--- config.mk ---
export PLATFORM = sky130hd
export DESIGN_NAME = centroid_steer_ctrl
export DESIGN_NICKNAME = d
export VERILOG_FILES = /design/src/rtl/centroid_steer_ctrl.sv
export SDC_FILE = /design/constraint.sdc
export NUM_CORES = 1
export LEC_CHECK = 0
export CORE_MARGIN = 1.5
export CORE_UTILIZATION = 25
export DETAILED_ROUTE_END_ITERATION = 6
export GPL_ROUTABILITY_DRIVEN = 0
export PLACE_DENSITY_LB_ADDON = 0.08
export SLEW_MARGIN = 5
export SYNTH_ARGS = -nofsm -noshare
export SYNTH_HDL_FRONTEND = slang
export SYNTH_SLANG_ARGS = --single-unit
--- constraint.sdc ---
create_clock -name clk -period 2.7 [get_ports clk]
set_clock_uncertainty 0.05 [all_clocks]
set_input_delay 0.54 -clock clk [delete_from_list [all_inputs] [get_ports clk]]
set_output_delay 0.54 -clock clk [all_outputs]
set_load 0.03 [all_outputs]
--- src/rtl/centroid_steer_ctrl.sv ---
// Line-follower steering: centroid error -> P(D) correction -> clamped per-wheel PWM.
// Ports: clk, rst (async, active-high), enable, frame_tick, centroid_x, line_valid,
//   line_lost in; pwm_left/right, duty_left/right (active), state, search_dir out.
// Optional macro STEER_DERIV_EN adds a derivative term (KD) to the correction.
module centroid_steer_ctrl #(
  parameter int IMG_W       = 640,
  parameter int PWM_PERIOD  = 1000,
  parameter int BASE_DUTY   = 600,
  parameter int KP          = 1,
  parameter int KP_SHIFT    = 1,
  parameter int LOST_FRAMES = 4,
  parameter int SEARCH_DUTY = 300,
  parameter int KD          = 1
) (
  input  logic        clk,
  input  logic        rst,
  input  logic        enable,
  input  logic        frame_tick,
  input  logic [10:0] centroid_x,
  input  logic        line_valid,
  input  logic        line_lost,
  output logic        pwm_left,
  output logic        pwm_right,
  output logic [10:0] duty_left,
  output logic [10:0] duty_right,
  output logic [1:0]  state,
  output logic        search_dir
);

  typedef enum logic [1:0] {
    IDLE   = 2'd0,
    TRACK  = 2'd1,
    HOLD   = 2'd2,
    SEARCH = 2'd3
  } st_t;

  if (KP > 255 || KD > 255 || PWM_PERIOD > 2047 ||
      LOST_FRAMES < 1 || LOST_FRAMES > 15) begin : g_bad_cfg
    $error("centroid_steer_ctrl: parameter out of range");
  end

  localparam logic [10:0] LAST = 11'(PWM_PERIOD - 1);
  localparam logic [3:0]  LMAX = 4'(LOST_FRAMES);

  st_t         st, st_n;
  logic [3:0]  lost_cnt, cnt_n;
  logic        good, smp;

  assign good  = line_valid & ~line_lost;
  assign smp   = enable & frame_tick;
  assign state = st;

  // error and product (stage-1 operand)
  logic signed [11:0] err;
  logic signed [23:0] err_x, kp_s, prod;

  assign err   = 12'({1'b0, centroid_x}) - 12'(IMG_W / 2);
  assign err_x = {{12{err[11]}}, err};
  assign kp_s  = 24'(KP);

`ifdef STEER_DERIV_EN
  logic signed [11:0] prev_err;
  logic signed [23:0] prev_x, kd_s;
  assign prev_x = {{12{prev_err[11]}}, prev_err};
  assign kd_s   = 24'(KD);
  assign prod   = (err_x * kp_s) + ((err_x - prev_x) * kd_s);

  always_ff @(posedge clk or posedge rst) begin
    if (rst)
      prev_err <= '0;
    else if ((st_n == IDLE && st != IDLE) ||
             (st_n == SEARCH && st != SEARCH))
      prev_err <= '0;
    else if (smp && good)
      prev_err <= err;
  end
`else
  assign prod = err_x * kp_s;
`endif

  // FSM
  always_ff @(posedge clk or posedge rst) begin
    if (rst) begin
      st       <= IDLE;
      lost_cnt <= '0;
    end else begin
      st       <= st_n;
      lost_cnt <= cnt_n;
    end
  end

  always_comb begin
    st_n  = st;
    cnt_n = lost_cnt;
    if (!enable) begin
      st_n  = IDLE;
      cnt_n = '0;
    end else if (frame_tick) begin
      if (good) begin
        st_n  = TRACK;
        cnt_n = '0;
      end else begin
        unique case (st)
          TRACK, HOLD: begin
            cnt_n = (lost_cnt >= LMAX) ? LMAX : lost_cnt + 4'd1;
            st_n  = (cnt_n == LMAX) ? SEARCH : HOLD;
          end
          SEARCH:  cnt_n = LMAX;
          default: cnt_n = '0;
        endcase
      end
    end
  end

  always_ff @(posedge clk or posedge rst) begin
    if (rst)
      search_dir <= 1'b0;
    else if (smp && good)
      search_dir <= ~err[11];
  end

  // stage 1: any new tick restarts the pipe
  logic               s1_vld;
  logic signed [23:0] s1_prod;

  always_ff @(posedge clk or posedge rst) begin
    if (rst) begin
      s1_vld  <= 1'b0;
      s1_prod <= '0;
    end else begin
      s1_vld <= smp & good;
      if (smp && good)
        s1_prod <= prod;
    end
  end

  // stage 2: clamp into shadow
  function automatic logic [10:0] clampd(input logic signed [25:0] v);
    if (v < 0)
      return 11'd0;
    else if (v > $signed(26'(PWM_PERIOD)))
      return 11'(PWM_PERIOD);
    else
      return v[10:0];
  endfunction

  logic signed [23:0] sh;
  logic signed [25:0] corr, l_sum, r_sum;
  logic [10:0]        sh_l, sh_r;
  logic               clr, srch, load;

  assign sh    = s1_prod >>> KP_SHIFT;
  assign corr  = {{2{sh[23]}}, sh};
  assign l_sum = 26'(BASE_DUTY) + corr;
  assign r_sum = 26'(BASE_DUTY) - corr;

  assign clr  = ~enable | (st == IDLE);
  assign srch = ~clr & (st == SEARCH);
  assign load = ~clr & (st != SEARCH) & s1_vld & ~frame_tick;

  always_ff @(posedge clk or posedge rst) begin
    if (rst) begin
      sh_l <= '0;
      sh_r <= '0;
    end else begin
      unique case (1'b1)
        clr: begin
          sh_l <= '0;
          sh_r <= '0;
        end
        srch: begin
          sh_l <= search_dir ? 11'(SEARCH_DUTY) : 11'd0;
          sh_r <= search_dir ? 11'd0 : 11'(SEARCH_DUTY);
        end
        load: begin
          sh_l <= clampd(l_sum);
          sh_r <= clampd(r_sum);
        end
        default: ;
      endcase
    end
  end

  // PWM: outputs registered from next-state values so
  // pwm_x always equals (counter < active_x)
  logic [10:0] cnt, cnt_nx, act_l_nx, act_r_nx;

  assign cnt_nx   = (cnt == LAST) ? 11'd0 : cnt + 11'd1;
  assign act_l_nx = !enable ? 11'd0 : (cnt == LAST) ? sh_l : duty_left;
  assign act_r_nx = !enable ? 11'd0 : (cnt == LAST) ? sh_r : duty_right;

  always_ff @(posedge clk or posedge rst) begin
    if (rst) begin
      cnt        <= '0;
      duty_left  <= '0;
      duty_right <= '0;
      pwm_left   <= 1'b0;
      pwm_right  <= 1'b0;
    end else begin
      cnt        <= cnt_nx;
      duty_left  <= act_l_nx;
      duty_right <= act_r_nx;
      pwm_left   <= cnt_nx < act_l_nx;
      pwm_right  <= cnt_nx < act_r_nx;
    end
  end

endmodule

## After elaboration in Yosys (flattened, before gate mapping)

Cells that the tools add are included.
Widths: inputs -> output; s select.

- Output and inout bits: 27
- Flip-flop bits (word level): 77
- Bits in writable memories: 0
- Bits in read-only memories: 0
- Memories kept: 0
- Bits in latches: 0

- Muxes and demuxes: 23
- Bitwise gates (word level): 13
- Shift operators: 0
- Equal/unequal tests: 8
- Reduce and logical (&&, ||, !) cells: 5
- $add $sub $neg: 5
- Multipliers: 0
- $lt $le $gt $ge: 7
- Div/mod/pow operators: 0

Operator list:

| kind | number |
|---|---|
| $mux 11 | 9 |
| $pmux 11 s3 | 2 |
| $gt 12x11->1 const B | 2 |
| $lt 12x1->1 const B | 2 |
| $lt 11x11->1 | 2 |
| $mux 9 | 2 |
| $mux 4 | 4 |
| $add 11x11->12 const A | 1 |
| $sub 11x11->12 const A | 1 |
| $sub 11x9->12 const B | 1 |
| $add 11x1->11 const B | 1 |
| $eq 11x10->1 const B | 1 |
| $mux 2 | 4 |
| $pmux 4 s2 | 1 |
| $and 1x1->1 | 7 |
| $not 1->1 | 5 |
| $add 4x1->4 const B | 1 |
| $eq 2x2->1 const B | 2 |
| $eq 4x3->1 const B | 1 |
| $ge 4x3->1 const B | 1 |
| $ne 3x1->1 const B | 1 |
| $reduce_bool 3->1 | 1 |
| $eq 2x1->1 const B | 1 |
| $logic_not 2->1 | 1 |
| 7 further kinds | 7 |

## Logic depth before layout (Yosys ltp)

Gate-level depths: netlist of the first run.

- Depth in word-level cells: 8
- Mapped depth: 13

## Worst setup path before layout of the first run

OpenSTA, ideal clock, no wires.

- Kind: reg-to-reg
- Start point: register cnt[3]
- End point: register pwm_left
- Path slack: -192 ps
- Cell stages (with the launch flop): 12
- Data required time: 2556 ps
- Clock period less this slack: 2892 ps
- Arrival time: 2748 ps
- Library setup time: 94 ps
- Path through: dfrtp_1 > or4b_4 > nor3_4 > buf_6 > mux2i_1 > nand2b_1 > ha_1 > a21o_1 > a21o_1 > a21oi_1 > o211ai_1 > a221oi_2

- Cells in the longest elaborated chain, start to end: 4
- Elaborated cells on any way between the ends: 6

Ends and longest elaborated chain:

| element | line | source |
|---|---|---|
| start: declaration | 186 | `logic [10:0] cnt, cnt_nx, act_l_nx, act_r_nx;` |
| start signal: assignment | 200 | `cnt <= cnt_nx;` |
| parallel branches: the longest is 3 deep, another holds $add 11x1->11 | - |  |
| $lt 11x11->1 * | 203 | `pwm_left <= cnt_nx < act_l_nx;` |
| end signal: assignment | 203 |  |
| end: declaration | 22 | `output logic pwm_left,` |

Every way passes the cells marked *.
A chain may end at the register's enable or synchronous reset.

## Worst setup path after layout of the first run

- Start point: register cnt[3]
- End point: register pwm_right

- Cells in the longest elaborated chain, start to end: 4
- Elaborated cells on any way between the ends: 6

Ends and longest elaborated chain:

| element | line | source |
|---|---|---|
| parallel branches: the longest is 3 deep, another holds $add 11x1->11 | - |  |
| $lt 11x11->1 * | 204 | `pwm_right <= cnt_nx < act_r_nx;` |
| end signal: assignment | 204 |  |
| end: declaration | 23 | `output logic pwm_right,` |

Marked as above.

==> flow_metrics.py, run 1 <==
metrics = {
    "timing": {
        "fmax_mhz": 353,
        "worst_pin_slew_ps": 635,
        "fin_ws_ps": -129,
        "slew_headroom_pct": 57.1,
        "setup_viol_count_final": 2,
        "whs_ps": 430,
        "hold_viol_final": 0,
        "min_period_over_period_pct": 105,
        "tns_ps": -259,
        "rsz0062_at_grt": "true",
        "drv_slew": 0,
        "min_period_ps": 2830,
    },
    "outcome": {
        "outcome": "complete, but fails checks",
        "violations": "negative setup slack",
    },
    "route": {
        "remaining_drc_errors": 0,
        "routedWlPerCell_um": 14.6,
        "dr.pass1.iters": 4,
        "via_per_inst": 4.44,
        "wl_um": 11200,
        "postRouteAntennaNets": 0,
        "vias": 3411,
        "drtIter0Drc": 136,
    },
    "synth": {
        "synth_edf_count": 0,
        "syn_inst": 437,
        "synth_ff_type": "dfrtp_1",
        "synth-seq-area-share_pct": 44.1,
        "netlist_area_sq_um": 4310,
        "syn_area_per_cell_sq_um": 9.86,
        "synth_top_area_share_pct": 44.1,
        "synth_cell_types": 54,
        "synth_common_cells": "76 x dfrtp_1, 42 x nand2_1, 37 x inv_1",
        "syn_nets": 483,
        "synth_area_leaders": "dfrtp_1 44%, ha_1 8.4%, mux2i_1 4.9%, xnor2_1 3.9%, nand2_1 3.7%",
        "ys_warn_count": 0,
        "synth-seq-cells": 76,
        "yosysTopAreaCell": "dfrtp_1",
        "synthArstFlopShare_pct": 100,
        "synth_most_common_cell": "dfrtp_1",
    },
    "job": {
        "maxCapViolCount": 0,
    },
    "worst_setup_path": {
        "critPathLaunchType": "flip-flop",
        "cp.arrival_ps": 3050,
        "critical_path_peak_fanout": 4,
        "cp-end-kind": "flip-flop",
        "ff2ff_setup_slack_ps": -130,
        "required_ps": 2920,
        "criticalPathCategory": "flip-flop to flip-flop",
    },
    "pwr": {
        "power_density_nw_per_um2": 529,
        "ir_worst_vdd_mv": 0.297,
        "leakage_uw": 0.00277,
    },
    "global_routing": {
        "grt_max_degree": 33,
        "grt_remaining_overflow": 0,
        "grt.total_usage_pct": 13.4,
        "grt_pass1_vias": 3476,
        "grt_first_pass_wirelength_um": 18500,
        "antenna_found_initial": 0,
    },
    "floorplanning": {
        "core-area_sq_um": 16700,
        "die_w_um": 134,
        "ios": 44,
        "dieArea_sq_um": 18000,
        "start_util_pct": 25.8,
        "rows": 47,
        "die_y_um": 134,
    },
    "clock_tree": {
        "cts_buffers": 9,
        "clock_path_buffers": 2,
        "h-tree-depth": 3,
        "insertion_delay_ps": 350,
        "cts_tree": "built",
        "cts_hold_buf": 0,
        "cts_root_buf": "clkbuf_16",
        "path_clk_slew_ps": 60,
        "cts_sinks": 76,
    },
    "final_layout": {
        "antenna_cells": 0,
        "utilization_pct": 35.0,
        "drive_gt1_share_pct": 19.0,
        "syn_to_final_growth_pct": 35.8,
        "fin_area_sq_um": 5850,
        "nets": 589,
    },
    "placement": {
        "postPlaceCellArea_sq_um": 5400,
        "port_buffers": 42,
        "hpwl_um": 8750,
    },
    "min_path": {
        "hp-class": "flip-flop to flip-flop",
    },
}
==> placed cells by master, fill, tap and decap left out, drive strengths merged, types with 6 or more instances in the layout <==
master | synthesis | layout
buf | 8 | 70
a21o | 8 | 8
a22o | 8 | 8
clkdlybuf4s50 | 0 | 42
mux2i | 21 | 21
xnor2 | 19 | 19
xor2 | 6 | 6
nor3 | 8 | 8
ha | 29 | 29
nand2 | 42 | 42
a21oi | 17 | 17
inv | 37 | 36
nand2b | 24 | 24
dfrtp | 76 | 76
nor2b | 11 | 11
nand3 | 10 | 10
clkbuf | 9 | 11
nor2 | 18 | 18
o21ai | 29 | 29
==> layer usage <==
metal | up-vias | wire length (um) | global-route usage (%)
met5 | - | 0 | 0
met4 | 0 | 216 | 6.03
met3 | 13 | 217 | 2.04
met2 | 35 | 5380 | 21.9
met1 | 1620 | 5410 | 17.5
li1 | 1743 | - | -
==> repair_timing <==
item,in CTS,in global routing
buffers inserted,7,3
pin swaps,1,1
gates resized for setup,9,0
hold endpoints to repair,0,0
endpoints found under the setup margin,2,2
==> critical path, cell delays in order (launching register included) <==
cell and delay (ps):
dfrtp_1 370, or4b_4 560, nor3_4 260, buf_6 180, mux2i_1 180, nand2b_4 140, ha_1 240, a21o_1 170
a21o_1 170, a21oi_1 150, o211ai_1 110, a41oi_2 160
==> cells by family after synthesis <==
| group | count (synthesis) | synth area share, % |
|---|---|---|
| AOI/OAI and AO/OA | 101 | 16.4 |
| muxes | 22 | 5.14 |
| buffers and inverters | 54 | 5.37 |
| and+or+nand+nor | 130 | 15.5 |
| xor gates and xnor gates | 25 | 5.08 |
| DFF | 76 | 44.1 |
| adders and majority gates | 29 | 8.42 |
==> sequential cells by signal, indices dropped and copies added, names as in the netlist <==
name,count
sh_l,11
pwm_left,1
search_dir,1
cnt,11
state,2
duty_right,11
s1_prod,11
duty_left,11
sh_r,11
pwm_right,1
lost_cnt,4
s1_vld,1
==> final timing paths <==
kind / startpoint / end / cells past startpoint
hold / removal: sh_l[6] / sh_l[6] / 2
setup / recovery: cnt[3] / pwm_right / 11
hold reg to reg: sh_l[6] / sh_l[6] / 2
min in group asynchronous: rst / sh_l[0] / 2
setup reg to reg: cnt[3] / pwm_right / 11
max in group asynchronous: rst / duty_left[10] / 3
==> through the flow <==
stage	instances	setup WS [ps]	total power, uW
floorplan	437	-68.1	1670
global placement	742	-249	1860
detailed placement	742	-322	1860
CTS	765	-202	3140
global route	768	-327	3260
finish	768	-129	3090
==> power by group <==
group / switching, uW / total (uW) / internal (uW) / leakage (uW)
Sequential: 95.8 / 1280 / 1180 / 0.00103
Combinational: 325 / 566 / 242 / 0.00159
Clock: 491 / 1250 / 760 / 0.000155
==> cell type report <==
cell class	count	area [sq um]
fillers	1738	10900
multi-input cells	307	2240
flip-flops and latches	76	1900
repair buffers	112	991
well taps	220	275
clock buffers	11	253
inverters	37	140
clock inverters	5	50.0
Power figures use the tool's default switching activity.
==> inputs of run 2 (changes only) <==
Settings changed: TNS_END_PERCENT set to 100.
==> results of run 2 <==
No change in the layout: final DEF, timing and power equal those of run 1.
==> inputs of run 3 (changes only) <==
Settings changed: CTS_BUF_LIST set to sky130_fd_sc_hd__clkbuf_4 sky130_fd_sc_hd__clkbuf_8.
==> run 3 against run 2 <==
  * The run still ends with negative setup slack left
  * Design area shrank 1.7%
  * Critical path depth unchanged
  * Global-route usage about the same
  * Combinational power is essentially flat
  * Clock power fell by 26%
  * Sequential cell count did not move
  * Hold slack better by 5.3 ps
  * Count of clock-buffer cells in the layout unchanged
  * Sequential share of layout area increased by 0.57 points
==> flow_metrics.py, run 3 (synthesis gave the netlist of run 1 again) <==
metrics = {
    "pwr": {
        "seq_power_share_pct": 46.1,
        "p_sw_uw": 874,
        "p_int_uw": 1890,
        "p_comb_share_pct": 20.5,
        "clockPowerShare_pct": 33.5,
        "ir_worst_vdd_mv": 0.208,
        "switching_share_pct": 31.6,
        "leakage_uw": 0.00273,
        "power_uw": 2770,
        "power_density_nw_per_um2": 481,
    },
    "timing": {
        "fmax_mhz": 353,
        "min_period_over_period_pct": 105,
        "drv_slew": 0,
        "worst_pin_slew_ps": 635,
        "slew_headroom_pct": 57.1,
        "fin_ws_ps": -131,
        "whs_ps": 436,
        "min_period_ps": 2830,
        "rsz0062_at_grt": "true",
        "hold_viol_final": 0,
        "tns_ps": -255,
        "setup_viol_count_final": 2,
    },
    "final_layout": {
        "antenna_cells": 0,
        "layout_common_cells": "76 x dfrtp_1, 65 x buf_4, 42 x nand2_1, 42 x clkdlybuf4s50_1, 36 x inv_1",
        "final_common_cell": "dfrtp_1",
        "drive_gt1_share_pct": 19.0,
        "nets": 589,
        "syn_to_final_growth_pct": 33.4,
    },
    "clock_tree": {
        "clock_path_buffers": 2,
        "cts_sinks": 76,
        "cts_buffers": 9,
        "cts_root_buf": "clkbuf_8",
        "path_clk_slew_ps": 90,
        "insertion_delay_ps": 370,
        "cts_tree": "built",
        "h-tree-depth": 3,
    },
    "outcome": {
        "outcome": "complete, but fails checks",
        "violations": "negative setup slack",
    },
    "worst_setup_path": {
        "r2r_cells": 11,
        "criticalPathCategory": "flip-flop to flip-flop",
        "critPathSlowestCell": "or4b_4",
        "cp_slowest_stage_delay_ps": 560,
        "critical_path.endpoint": "pwm_right",
        "ff2ff_setup_slack_ps": -130,
        "reg2reg_from": "cnt[3]",
        "cp-end-kind": "flip-flop",
        "critPathLaunchType": "flip-flop",
        "critPathTopFamily": "simple AND/OR/NAND/NOR gates",
        "cp_common_cell": "a21o_1",
        "required_ps": 2940,
        "r2r-end": "pwm_right",
        "cp_num_buf_inv": 1,
        "path_cells": "or4b_4, nor3_4, buf_6, mux2i_1, nand2b_4, ha_1, a21o_1, a21o_1, a21oi_1, o211ai_1, a41oi_2",
        "critical_path_peak_fanout": 4,
        "path_depth": 11,
        "cp.arrival_ps": 3080,
        "crit_path_start": "cnt[3]",
    },
    "route": {
        "postRouteAntennaNets": 0,
        "drtIter0Drc": 134,
        "vias": 3399,
        "via_per_inst": 4.43,
        "wl_um": 11200,
        "routed.top_layer": "met4",
        "routedWlPerCell_um": 14.6,
        "remaining_drc_errors": 0,
        "dr.pass1.iters": 4,
        "wl_met1_um": 5350,
        "dr_wl_met3_um": 288,
        "met2_wirelength_um": 5370,
    },
    "global_routing": {
        "grt_pass1_vias": 3469,
        "grt_first_pass_wirelength_um": 18500,
        "grt_max_degree": 33,
        "antenna_found_initial": 0,
        "grt_remaining_overflow": 0,
        "grt.total_usage_pct": 13.4,
    },
    "floorplanning": {
        "core-area_sq_um": 16700,
        "ios": 44,
        "die_w_um": 134,
        "dieArea_sq_um": 18000,
        "start_util_pct": 25.8,
        "rows": 47,
        "die_y_um": 134,
    },
    "min_path": {
        "hp-class": "flip-flop to flip-flop",
    },
    "placement": {
        "port_buffers": 42,
        "hpwl_um": 8750,
    },
    "job": {
        "maxCapViolCount": 0,
    },
}
[run 3: final cells by class]
class	count	area, sq um
repair buffers	112	991
flip-flops and latches	76	1900
clock inverters	5	50.0
inverters	37	140
clock buffers	11	151
well taps	220	275
multi-input cells	307	2240
fillers	1753	11000
[run 3: worst reg2reg max path, stage by stage, from the launching register on]
cell	delay (ps)
dfrtp_1	380
or4b_4	560
nor3_4	260
buf_6	180
mux2i_1	180
nand2b_4	140
ha_1	240
a21o_1	170
a21o_1	170
a21oi_1	150
o211ai_1	110
a41oi_2	160
[run 3: metal layers]
layer | global-route usage (%) | up-vias
li1 | - | 1741
met1 | 17.6 | 1599
met2 | 21.9 | 46
met3 | 2.27 | 13
met4 | 5.50 | 0
met5 | 0 | -
[run 3: how the worst min path moves through the flow]
stage | slack, ps | cells past startpoint | startpoint | end
floorplan | 390 | 2 | sh_l[6] | sh_l[6]
global placement | 420 | 2 | sh_l[6] | sh_l[6]
detailed placement | 430 | 2 | sh_l[6] | sh_l[6]
CTS | 450 | 2 | sh_l[6] | sh_l[6]
global route | 470 | 2 | sh_l[6] | sh_l[6]
finish | 440 | 2 | sh_l[6] | sh_l[6]
[run 3: per-stage QoR]
stage / util (%) / std cells / area [sq um] / setup WS [ps]
after floorplan: - / 437 / 4310 / -68.1
after global placement: 32.3 / 742 / 5400 / -249
final: 34.4 / 768 / 5750 / -131
after CTS: 34.3 / 765 / 5730 / -204
after global routing: 34.4 / 768 / 5750 / -328
after detailed placement: 32.3 / 742 / 5400 / -322
[run 3: power groups by stage]
stage	Clock, uW	Sequential, uW	Combinational (uW)
after floorplan	0	1240	424
after global placement	0	1290	565
after detailed placement	0	1290	567
after CTS	964	1270	572
after global routing	1010	1290	634
final	926	1270	566
[run 3: repair_timing]
action,in CTS,in global routing
gates resized for setup,9,0
buffers inserted,7,3
hold buffers,0,0
endpoints found under the setup margin,2,2
cloned,0,0
pin swaps,1,1
